===== src/rtl/cache_assoc_ctrl_if.sv =====
// Signal bundle between the set-associative cache controller and its processor/datapath environment.
// master = controller side, slave = processor port plus tag/data arrays and batch engine.
interface cache_assoc_ctrl_if #(
    parameter int p_num_ways = 2,
    parameter int p_num_sets = 8
);
    localparam int WAYW = $clog2(p_num_ways);
    localparam int IDXW = $clog2(p_num_sets);

    logic                  memreq_val;
    logic                  memreq_rdy;
    logic                  memreq_type;
    logic [IDXW-1:0]       memreq_idx;
    logic                  req_reg_en;
    logic                  memresp_val;
    logic                  memresp_rdy;
    logic [p_num_ways-1:0] tag_match;
    logic [p_num_ways-1:0] way_valid;
    logic [p_num_ways-1:0] way_dirty;
    logic [WAYW-1:0]       way_sel;
    logic                  idx_sel;
    logic [IDXW-1:0]       flush_idx;
    logic                  darray_wen;
    logic                  darray_fill_sel;
    logic                  tarray_wen;
    logic                  valid_wen;
    logic                  dirty_wen;
    logic                  dirty_wdata;
    logic                  batch_val;
    logic                  batch_rdy;
    logic                  batch_rw;
    logic                  batch_done;
    logic                  flush_val;
    logic                  flush_rdy;
    logic                  flush_done;

    modport master (
        input  memreq_val, memreq_type, memreq_idx, memresp_rdy,
        input  tag_match, way_valid, way_dirty, batch_rdy, batch_done, flush_val,
        output memreq_rdy, req_reg_en, memresp_val, way_sel, idx_sel, flush_idx,
        output darray_wen, darray_fill_sel, tarray_wen, valid_wen, dirty_wen, dirty_wdata,
        output batch_val, batch_rw, flush_rdy, flush_done
    );

    modport slave (
        output memreq_val, memreq_type, memreq_idx, memresp_rdy,
        output tag_match, way_valid, way_dirty, batch_rdy, batch_done, flush_val,
        input  memreq_rdy, req_reg_en, memresp_val, way_sel, idx_sel, flush_idx,
        input  darray_wen, darray_fill_sel, tarray_wen, valid_wen, dirty_wen, dirty_wdata,
        input  batch_val, batch_rw, flush_rdy, flush_done
    );
endinterface


===== src/rtl/cache_assoc_ctrl.sv =====
// Write-back, write-allocate N-way set-associative cache controller: lookup, victim eviction, refill, flush.
// Define CACHE_ASSOC_LRU_EN for true-LRU replacement; default build uses per-set round-robin pointers.
module cache_assoc_ctrl #(
    parameter int p_num_ways = 2,
    parameter int p_num_sets = 8
) (
    input logic                clk,
    input logic                reset,
    cache_assoc_ctrl_if.master bus
);
    localparam int WAYW = $clog2(p_num_ways);
    localparam int IDXW = $clog2(p_num_sets);

    // state | meaning: IDLE accept | TAG lookup | EVICT(_WAIT) write back victim | REFILL(_WAIT) read line
    // FILL install line | RESP hold response | FLUSH(_WAIT) scan/write dirty entries | FLUSH_DONE completion pulse
    localparam logic [3:0] S_IDLE        = 4'd0;
    localparam logic [3:0] S_TAG         = 4'd1;
    localparam logic [3:0] S_EVICT       = 4'd2;
    localparam logic [3:0] S_EVICT_WAIT  = 4'd3;
    localparam logic [3:0] S_REFILL      = 4'd4;
    localparam logic [3:0] S_REFILL_WAIT = 4'd5;
    localparam logic [3:0] S_FILL        = 4'd6;
    localparam logic [3:0] S_RESP        = 4'd7;
    localparam logic [3:0] S_FLUSH       = 4'd8;
    localparam logic [3:0] S_FLUSH_WAIT  = 4'd9;
    localparam logic [3:0] S_FLUSH_DONE  = 4'd10;

    logic [3:0]      r_state;
    logic [3:0]      w_state_nxt;
    logic            r_type;
    logic [IDXW-1:0] r_idx;
    logic [IDXW-1:0] r_flush_idx;
    logic [WAYW-1:0] r_victim;
    logic [WAYW-1:0] r_flush_way;

    logic            w_hit;
    logic            w_inv_found;
    logic [WAYW-1:0] w_hit_way;
    logic [WAYW-1:0] w_inv_way;
    logic [WAYW-1:0] w_repl_way;
    logic [WAYW-1:0] w_victim;
    logic            w_flush_adv;
    logic            w_flush_last;

    // Descending scan so the lowest-index match / invalid way wins.
    always_comb begin
        w_hit_way   = '0;
        w_inv_found = 1'b0;
        w_inv_way   = '0;
        for (int i = p_num_ways - 1; i >= 0; i--) begin
            if (bus.tag_match[i]) w_hit_way = WAYW'(i);
            if (!bus.way_valid[i]) begin
                w_inv_found = 1'b1;
                w_inv_way   = WAYW'(i);
            end
        end
    end

    assign w_hit        = |bus.tag_match;
    assign w_victim     = w_inv_found ? w_inv_way : w_repl_way;
    assign w_flush_last = (r_flush_idx == IDXW'(p_num_sets - 1)) && (r_flush_way == WAYW'(p_num_ways - 1));
    assign bus.flush_idx = r_flush_idx;

`ifdef CACHE_ASSOC_LRU_EN
    logic [WAYW-1:0] r_age [p_num_sets][p_num_ways];
    logic            w_touch;
    logic [WAYW-1:0] w_touch_way;

    assign w_touch     = ((r_state == S_TAG) && w_hit) || (r_state == S_FILL);
    assign w_touch_way = (r_state == S_FILL) ? r_victim : w_hit_way;

    always_comb begin
        w_repl_way = '0;
        for (int i = 0; i < p_num_ways; i++) begin
            if (r_age[r_idx][i] == WAYW'(p_num_ways - 1)) w_repl_way = WAYW'(i);
        end
    end

    always_ff @(posedge clk) begin
        if (reset) begin
            for (int s = 0; s < p_num_sets; s++) begin
                for (int w = 0; w < p_num_ways; w++) begin
                    r_age[s][w] <= WAYW'(w);
                end
            end
        end else if (w_touch) begin
            for (int w = 0; w < p_num_ways; w++) begin
                if (WAYW'(w) == w_touch_way) begin
                    r_age[r_idx][w] <= '0;
                end else if (r_age[r_idx][w] < r_age[r_idx][w_touch_way]) begin
                    r_age[r_idx][w] <= r_age[r_idx][w] + 1'b1;
                end
            end
        end
    end
`else
    logic [WAYW-1:0] r_rr_ptr [p_num_sets];

    assign w_repl_way = r_rr_ptr[r_idx];

    always_ff @(posedge clk) begin
        if (reset) begin
            for (int s = 0; s < p_num_sets; s++) begin
                r_rr_ptr[s] <= '0;
            end
        end else if (r_state == S_FILL) begin
            r_rr_ptr[r_idx] <= r_rr_ptr[r_idx] + 1'b1;
        end
    end
`endif

    // Outputs are forced low while reset is asserted.
    always_comb begin
        w_state_nxt         = r_state;
        w_flush_adv         = 1'b0;
        bus.memreq_rdy      = 1'b0;
        bus.req_reg_en      = 1'b0;
        bus.memresp_val     = 1'b0;
        bus.way_sel         = '0;
        bus.idx_sel         = 1'b0;
        bus.darray_wen      = 1'b0;
        bus.darray_fill_sel = 1'b0;
        bus.tarray_wen      = 1'b0;
        bus.valid_wen       = 1'b0;
        bus.dirty_wen       = 1'b0;
        bus.dirty_wdata     = 1'b0;
        bus.batch_val       = 1'b0;
        bus.batch_rw        = 1'b0;
        bus.flush_rdy       = 1'b0;
        bus.flush_done      = 1'b0;
        if (!reset) begin
            case (r_state)
                S_IDLE: begin
                    bus.flush_rdy  = 1'b1;
                    bus.memreq_rdy = !bus.flush_val;
                    if (bus.flush_val) begin
                        w_state_nxt = S_FLUSH;
                    end else if (bus.memreq_val) begin
                        bus.req_reg_en = 1'b1;
                        w_state_nxt    = S_TAG;
                    end
                end
                S_TAG: begin
                    if (w_hit) begin
                        bus.way_sel     = w_hit_way;
                        bus.memresp_val = 1'b1;
                        if (r_type) begin
                            bus.darray_wen  = 1'b1;
                            bus.dirty_wen   = 1'b1;
                            bus.dirty_wdata = 1'b1;
                        end
                        w_state_nxt = bus.memresp_rdy ? S_IDLE : S_RESP;
                    end else begin
                        bus.way_sel = w_victim;
                        w_state_nxt = bus.way_dirty[w_victim] ? S_EVICT : S_REFILL;
                    end
                end
                S_EVICT: begin
                    bus.way_sel   = r_victim;
                    bus.batch_val = 1'b1;
                    bus.batch_rw  = 1'b1;
                    if (bus.batch_rdy) w_state_nxt = S_EVICT_WAIT;
                end
                S_EVICT_WAIT: begin
                    bus.way_sel = r_victim;
                    if (bus.batch_done) w_state_nxt = S_REFILL;
                end
                S_REFILL: begin
                    bus.way_sel   = r_victim;
                    bus.batch_val = 1'b1;
                    if (bus.batch_rdy) w_state_nxt = S_REFILL_WAIT;
                end
                S_REFILL_WAIT: begin
                    bus.way_sel = r_victim;
                    if (bus.batch_done) w_state_nxt = S_FILL;
                end
                S_FILL: begin
                    bus.way_sel         = r_victim;
                    bus.tarray_wen      = 1'b1;
                    bus.valid_wen       = 1'b1;
                    bus.darray_wen      = 1'b1;
                    bus.darray_fill_sel = 1'b1;
                    bus.dirty_wen       = 1'b1;
                    w_state_nxt         = S_TAG;
                end
                S_RESP: begin
                    bus.memresp_val = 1'b1;
                    if (bus.memresp_rdy) w_state_nxt = S_IDLE;
                end
                S_FLUSH: begin
                    bus.idx_sel = 1'b1;
                    bus.way_sel = r_flush_way;
                    if (bus.way_valid[r_flush_way] && bus.way_dirty[r_flush_way]) begin
                        bus.batch_val = 1'b1;
                        bus.batch_rw  = 1'b1;
                        if (bus.batch_rdy) w_state_nxt = S_FLUSH_WAIT;
                    end else begin
                        w_flush_adv = 1'b1;
                    end
                end
                S_FLUSH_WAIT: begin
                    bus.idx_sel = 1'b1;
                    bus.way_sel = r_flush_way;
                    if (bus.batch_done) begin
                        bus.dirty_wen = 1'b1;
                        w_flush_adv   = 1'b1;
                        w_state_nxt   = S_FLUSH;
                    end
                end
                S_FLUSH_DONE: begin
                    bus.flush_done = 1'b1;
                    w_state_nxt    = S_IDLE;
                end
                default: w_state_nxt = S_IDLE;
            endcase
            if (w_flush_adv && w_flush_last) w_state_nxt = S_FLUSH_DONE;
        end
    end

    always_ff @(posedge clk) begin
        if (reset) begin
            r_state     <= S_IDLE;
            r_type      <= 1'b0;
            r_idx       <= '0;
            r_victim    <= '0;
            r_flush_idx <= '0;
            r_flush_way <= '0;
        end else begin
            r_state <= w_state_nxt;
            if (bus.req_reg_en) begin
                r_type <= bus.memreq_type;
                r_idx  <= bus.memreq_idx;
            end
            if ((r_state == S_TAG) && !w_hit) r_victim <= w_victim;
            if (r_state == S_FLUSH_DONE) begin
                r_flush_idx <= '0;
                r_flush_way <= '0;
            end else if (w_flush_adv && !w_flush_last) begin
                r_flush_way <= r_flush_way + 1'b1;
                if (r_flush_way == WAYW'(p_num_ways - 1)) r_flush_idx <= r_flush_idx + 1'b1;
            end
        end
    end
endmodule


===== src/flat_wrapper.sv =====
// flat-port wrapper written by rule: the top's interface ports become plain ports
module cache_assoc_ctrl_flat 
#(
    parameter int p_num_ways = 2,
    parameter int p_num_sets = 8
)
  (clk, reset, bus_memreq_val, bus_memreq_type, bus_memreq_idx, bus_memresp_rdy, bus_tag_match, bus_way_valid, bus_way_dirty, bus_batch_rdy, bus_batch_done, bus_flush_val, bus_memreq_rdy, bus_req_reg_en, bus_memresp_val, bus_way_sel, bus_idx_sel, bus_flush_idx, bus_darray_wen, bus_darray_fill_sel, bus_tarray_wen, bus_valid_wen, bus_dirty_wen, bus_dirty_wdata, bus_batch_val, bus_batch_rw, bus_flush_rdy, bus_flush_done);
  cache_assoc_ctrl_if #(.p_num_ways(p_num_ways), .p_num_sets(p_num_sets)) bus_i ();
  input logic clk;
  input logic reset;
  input wire logic [$bits(bus_i.memreq_val)-1:0] bus_memreq_val;
  input wire logic [$bits(bus_i.memreq_type)-1:0] bus_memreq_type;
  input wire logic [$bits(bus_i.memreq_idx)-1:0] bus_memreq_idx;
  input wire logic [$bits(bus_i.memresp_rdy)-1:0] bus_memresp_rdy;
  input wire logic [$bits(bus_i.tag_match)-1:0] bus_tag_match;
  input wire logic [$bits(bus_i.way_valid)-1:0] bus_way_valid;
  input wire logic [$bits(bus_i.way_dirty)-1:0] bus_way_dirty;
  input wire logic [$bits(bus_i.batch_rdy)-1:0] bus_batch_rdy;
  input wire logic [$bits(bus_i.batch_done)-1:0] bus_batch_done;
  input wire logic [$bits(bus_i.flush_val)-1:0] bus_flush_val;
  output wire logic [$bits(bus_i.memreq_rdy)-1:0] bus_memreq_rdy;
  output wire logic [$bits(bus_i.req_reg_en)-1:0] bus_req_reg_en;
  output wire logic [$bits(bus_i.memresp_val)-1:0] bus_memresp_val;
  output wire logic [$bits(bus_i.way_sel)-1:0] bus_way_sel;
  output wire logic [$bits(bus_i.idx_sel)-1:0] bus_idx_sel;
  output wire logic [$bits(bus_i.flush_idx)-1:0] bus_flush_idx;
  output wire logic [$bits(bus_i.darray_wen)-1:0] bus_darray_wen;
  output wire logic [$bits(bus_i.darray_fill_sel)-1:0] bus_darray_fill_sel;
  output wire logic [$bits(bus_i.tarray_wen)-1:0] bus_tarray_wen;
  output wire logic [$bits(bus_i.valid_wen)-1:0] bus_valid_wen;
  output wire logic [$bits(bus_i.dirty_wen)-1:0] bus_dirty_wen;
  output wire logic [$bits(bus_i.dirty_wdata)-1:0] bus_dirty_wdata;
  output wire logic [$bits(bus_i.batch_val)-1:0] bus_batch_val;
  output wire logic [$bits(bus_i.batch_rw)-1:0] bus_batch_rw;
  output wire logic [$bits(bus_i.flush_rdy)-1:0] bus_flush_rdy;
  output wire logic [$bits(bus_i.flush_done)-1:0] bus_flush_done;
  assign bus_i.memreq_val = bus_memreq_val;
  assign bus_i.memreq_type = bus_memreq_type;
  assign bus_i.memreq_idx = bus_memreq_idx;
  assign bus_i.memresp_rdy = bus_memresp_rdy;
  assign bus_i.tag_match = bus_tag_match;
  assign bus_i.way_valid = bus_way_valid;
  assign bus_i.way_dirty = bus_way_dirty;
  assign bus_i.batch_rdy = bus_batch_rdy;
  assign bus_i.batch_done = bus_batch_done;
  assign bus_i.flush_val = bus_flush_val;
  assign bus_memreq_rdy = bus_i.memreq_rdy;
  assign bus_req_reg_en = bus_i.req_reg_en;
  assign bus_memresp_val = bus_i.memresp_val;
  assign bus_way_sel = bus_i.way_sel;
  assign bus_idx_sel = bus_i.idx_sel;
  assign bus_flush_idx = bus_i.flush_idx;
  assign bus_darray_wen = bus_i.darray_wen;
  assign bus_darray_fill_sel = bus_i.darray_fill_sel;
  assign bus_tarray_wen = bus_i.tarray_wen;
  assign bus_valid_wen = bus_i.valid_wen;
  assign bus_dirty_wen = bus_i.dirty_wen;
  assign bus_dirty_wdata = bus_i.dirty_wdata;
  assign bus_batch_val = bus_i.batch_val;
  assign bus_batch_rw = bus_i.batch_rw;
  assign bus_flush_rdy = bus_i.flush_rdy;
  assign bus_flush_done = bus_i.flush_done;
  cache_assoc_ctrl #(.p_num_ways(p_num_ways), .p_num_sets(p_num_sets)) u_core (.clk(clk), .reset(reset), .bus(bus_i));
endmodule

===== config.mk =====
export PLATFORM = sky130hd
export DESIGN_NAME = cache_assoc_ctrl_flat
export DESIGN_NICKNAME = d
export VERILOG_FILES = /design/src/rtl/cache_assoc_ctrl_if.sv /design/src/rtl/cache_assoc_ctrl.sv /design/src/flat_wrapper.sv
export SDC_FILE = /design/constraint.sdc
export NUM_CORES = 1
export LEC_CHECK = 0
export ABC_AREA = 1
export BUFFER_PORTS_ARGS = -buffer_cell sky130_fd_sc_hd__buf_2
export CELL_PAD_IN_SITES_DETAIL_PLACEMENT = 2
export CELL_PAD_IN_SITES_GLOBAL_PLACEMENT = 2
export CORE_ASPECT_RATIO = 0.6
export CORE_MARGIN = 4
export CORE_UTILIZATION = 29
export DETAILED_ROUTE_END_ITERATION = 8
export PLACE_DENSITY = 0.83
export RECOVER_POWER = 50
export SLEW_MARGIN = 20
export SYNTH_ARGS = -nofsm -noshare
export SYNTH_HDL_FRONTEND = slang
export SYNTH_SLANG_ARGS = --single-unit

===== constraint.sdc =====
create_clock -name clk -period 2.1 [get_ports clk]
set_input_delay 0.21 -clock clk [delete_from_list [all_inputs] [get_ports clk]]
set_output_delay 0.21 -clock clk [all_outputs]
set_load 0.03 [all_outputs]

======== After elaboration in Yosys (flattened, before gate mapping) ========
Memories as Yosys holds them, arrays and structs flattened. A register that Yosys moved wholly into a read port is not among the register bits.
Index checks and enable logic that the tools add are counted.
W data, S select, Z words.
storage, ports and cells
  flip-flop bits (word level) ............. 13
  RAM bits ................................ 8
  input bits .............................. 17
  output and inout port bits .............. 18
  word-level logic and storage cells ...... 134
  memories ................................ 1
operators by class
  add/sub/neg operators ................... 3
  magnitude comparators ................... 2
  equal/unequal tests ..................... 29
  multiplexer cells ....................... 73
  reduce and logical (&&, ||, !) cells .... 19
memory list
  name             depth  width  rd ports  clocked after memory_dff  write ports  line                    text
  u_core.r_rr_ptr  8      1      1         1                         8            cache_assoc_ctrl.sv:97  logic [WAYW-1:0] r_rr_ptr [p_num_sets];
operators with widths
  operator               number
  $mux W1                48
  $mux W4                12
  $pmux W4 S10           1
  $ne A3 B2 Y1 const B   7
  $reduce_and A9 Y1      2
  $eq A4 B3 Y1 const B   4
  $mux W3                5
  $ne A2 B2 Y1 const B   7
  $eq A4 B4 Y1 const B   3
  $pmux W1 S2            5
  $reduce_or A2 Y1       5
  $eq A4 B2 Y1 const B   2
  $pmux W1 S3            2
  $logic_and A1 B1 Y1    5
  $reduce_or A5 Y1       1
  $eq A4 B1 Y1 const B   1
  $logic_not A4 Y1       1
  $lt A1 B2 Y1 const B   2
  $ne A4 B3 Y1 const B   1
  $add A3 B1 Y3 const B  1
  $eq A3 B3 Y1 const B   1
  $logic_not A1 Y1       3
  $ne A3 B1 Y1 const B   1
  $ne A3 B3 Y1 const B   1
  4 further kinds        5

======== Depth between registers and ports, before layout ========
  depth in word-level cells ............... 9
  mapped depth ............................ 12

======== Worst setup path before layout ========
Ideal clock, no wire load.
  path kind ............................... flip-flop to flip-flop
  from .................................... register u_core.r_state[1]
  to ...................................... memory u_core.r_rr_ptr[0] (netlist name), enable pin
  setup time .............................. 0.295 ns
  arrival time ............................ 1.497 ns
  path slack .............................. 0.308 ns
  cell stages (with the launch flop) ...... 11
  clock period less this slack ............ 1.792 ns
  path through ............................ dfxtp_1 -> inv_2 -> nor2_1 -> inv_2 -> nor2_4 -> inv_2 -> nor2_2 -> inv_2 -> nor2_4 -> nand2_1 -> nand2_1
RTL lines
  what                      line                     text
  start: declaration        cache_assoc_ctrl.sv:28   logic [3:0] r_state;
  start signal: assignment  cache_assoc_ctrl.sv:229  r_state <= w_state_nxt;
  end: declaration          cache_assoc_ctrl.sv:97

======== Worst setup path after layout ========
  from .................................... register u_core.r_state[3]
  to ...................................... output port bus_way_sel
on the way
  longest elaborated chain between the ends .. 4
  elaborated cells on any way between the ends .. 12
ends and longest elaborated chain
  what                                                                          line                     text
  $eq A4 B2 Y1, or another cell as far along                                    cache_assoc_ctrl.sv:132  case (r_state)
  $reduce_or A5 Y1 (no source line) / $reduce_or A2 Y1 (equally long branches)  -
  $pmux W1 S3 (*)                                                               cache_assoc_ctrl.sv:132
  $mux W1 (*)                                                                   cache_assoc_ctrl.sv:131  if (!reset) begin
  end: declaration                                                              flat_wrapper.sv:24       output wire logic [$bits(bus_i.way_sel)-1:0] bus_way_sel;
Every way passes the cells marked *; elsewhere a longest branch is shown, timed or not.

==> impl_metrics.env <==
export IMPL_drt_initial_drc_count=110
export IMPL_yosysSeqAreaShare=0.352
export IMPL_leakage_uw=0.000912
export IMPL_worstSetupPathType="register to primary output"
export IMPL_cts_hold_buf=0
export IMPL_final_cell_mix="nand2_1, inv_1, nor2_1, buf_2"
export IMPL_path_clk_slew_ns=0.09
export IMPL_clkLatencyLatePin_ns=0.28
export IMPL_die_y_um=65.4
export IMPL_layout_setup_ws_ns=0.119
export IMPL_layout_nets=289
export IMPL_rsz0062_at_grt="no"
export IMPL_finalHoldViolations=0
export IMPL_gp_congestion=0.809
export IMPL_synth_net_count=251
export IMPL_setup_tns_ns=0
export IMPL_vias_per_cell=4.85
export IMPL_routed_wire_length_per_instance_um=16.7
export IMPL_die_w_um=104
export IMPL_async_flop_share=0
export IMPL_dp_hpwl_um=4610
export IMPL_dr_pass1_iters=4
export IMPL_timing_final_crit_share=0.943
export IMPL_gr_usage_all_layers=0.174
export IMPL_final_common_cell="nand2_1"
export IMPL_synth_edff_count=8
export IMPL_floorplan_rows=20
export IMPL_postCtsSetupRepairBufs=0
export IMPL_yosysUniqueCellTypes=31
export IMPL_cts_root_buf="clkbuf_8"
export IMPL_fmaxAchievable_ghz=0.505
export IMPL_antenna_found_initial=0
export IMPL_h_tree_depth=1
export IMPL_cp_max_fo=6
export IMPL_dieArea_mm2=0.00677
export IMPL_grt_pass1_wl_um=9140
export IMPL_n_fill_cell=650
export IMPL_areaGrowthSynthToFinish_pct=19.0
export IMPL_fin_crit_ns=1.98
export IMPL_grt_start_max_net_pins=15
export IMPL_skew_ns=0.00567
export IMPL_antenna_cells=0
export IMPL_min_path_type="input port to register"
export IMPL_start_util=0.307
export IMPL_relSlewSlack=0.644
export IMPL_tritoncts="built"
export IMPL_routed_wl_um=5610
export IMPL_critPathArrivalTime_ns=1.77
export IMPL_synth_seq_cells=24
export IMPL_hold_slack_ns=0.152
export IMPL_syn_inst=232
export IMPL_numCtsBuffers=3
export IMPL_multiInputGateArea_um2=828
export IMPL_cp_required_ns=1.89
export IMPL_cts_sinks=24
export IMPL_worst_pin_slew_ns=0.530
export IMPL_slew_violations=0
export IMPL_clockBufferDepth=2
export IMPL_cap_violations=0
export IMPL_startpoint_type="register"
export IMPL_drive_gt1_frac=0.271
export IMPL_status="completed"
export IMPL_syn_avg_cell_area_um2=6.85
export IMPL_dr_total_vias=1626
export IMPL_netlist_area_mm2=0.00159
export IMPL_detail_route_antenna_nets=0
export IMPL_port_buffers=34
export IMPL_power_density_mw_per_mm2=956
export IMPL_setup_violations=0
export IMPL_fp_coreArea_mm2=0.00518
export IMPL_ys_warn_count=0
export IMPL_first_global_vias=1679
export IMPL_endpoint_kind="primary output"
export IMPL_irDropWorstVdd_uv=338
export IMPL_ioPinCount=35
export IMPL_pre_cts_slack_ns=0.270
export IMPL_drc=0
export IMPL_regArea_um2=564
export IMPL_ys_flop_type="dfxtp_1"
export IMPL_grt_ovfl_total=0
## worst max-delay path, cell delays in order (launching register included)
cell and delay, ns:
dfxtp_1 0.41, inv_2 0.11, nor2_4 0.21, inv_1 0.12, nor2_2 0.20, nand2_1 0.08
a31oi_1 0.15, buf_2 0.21
## per-stage QoR
stage / std cells / area (um2) / total power (uW) / util
floorplan: 232 / 1590 / 1170 / -
global placement: 331 / 1840 / 1410 / 0.356
detailed placement: 331 / 1840 / 1430 / 0.356
CTS: 335 / 1910 / 1810 / 0.368
global route: 335 / 1890 / 1930 / 0.365
finish: 335 / 1890 / 1810 / 0.365
## final timing paths
| path | startpoint | slack [ns] | endpoint | depth (start not counted) |
|---|---|---|---|---|
| worst max-delay path | u_core.r_state[3] | 0.12 | bus_way_sel | 7 |
| worst min-delay path | bus_memreq_idx[0] | 0.15 | register | 3 |
| worst max register to register | u_core.r_state[1] | 0.18 | u_core.r_rr_ptr[0] | 10 |
| worst min register to register | u_core.r_state[0] | 0.53 | u_core.r_state[0] | 2 |
## logic make-up after synthesis
family          share of synthesized area
simple gates                        0.392
buf+inv                             0.121
compound gates                      0.113
flops                               0.352
fa+ha+maj                          0.0157
xor+xnor                          0.00551
## power breakdown
group	internal, uW	switching (uW)	leakage, uW
clock network	208	168	0.0000339
logic	224	594	0.000664
registers	539	78.2	0.000214
total	970	840	0.000912
## cells in the mapped netlist (all sizes together), types with 3 or more instances
cell type	instances	area, um2
a21oi	10	50.1
buf	3	20.0
dfxtp	16	320
edfxtp	8	240
inv	44	165
nand2	59	241
nand3	16	90.1
nor2	42	218
nor3	3	15.0
o21ai	13	65.1
o31ai	3	22.5
## final cells by class
type                            count  area share
Clock buffer                        4      0.0350
Inverter                           45      0.0892
Multi-Input combinational cell    159       0.438
Sequential cell                    24       0.298
Tap cell                           66      0.0436
Timing Repair Buffer               37      0.0965
## routing by layer
| layer | GRT usage | vias up | share of wire | wire length (um) |
|---|---|---|---|---|
| met5 | 0 | - | 0 | 0 |
| met4 | 0.0249 | 0 | 0.0048 | 27 |
| met3 | 0.0334 | 4 | 0.053 | 297 |
| met2 | 0.251 | 33 | 0.39 | 2180 |
| met1 | 0.270 | 788 | 0.55 | 3110 |
| li1 | - | 801 | - | - |
## repair_timing
item	in CTS	in global routing
setup endpoints to repair	0	4
resized for setup	0	5
hold endpoints to repair	0	0
(Power assumes the default switching activity.)
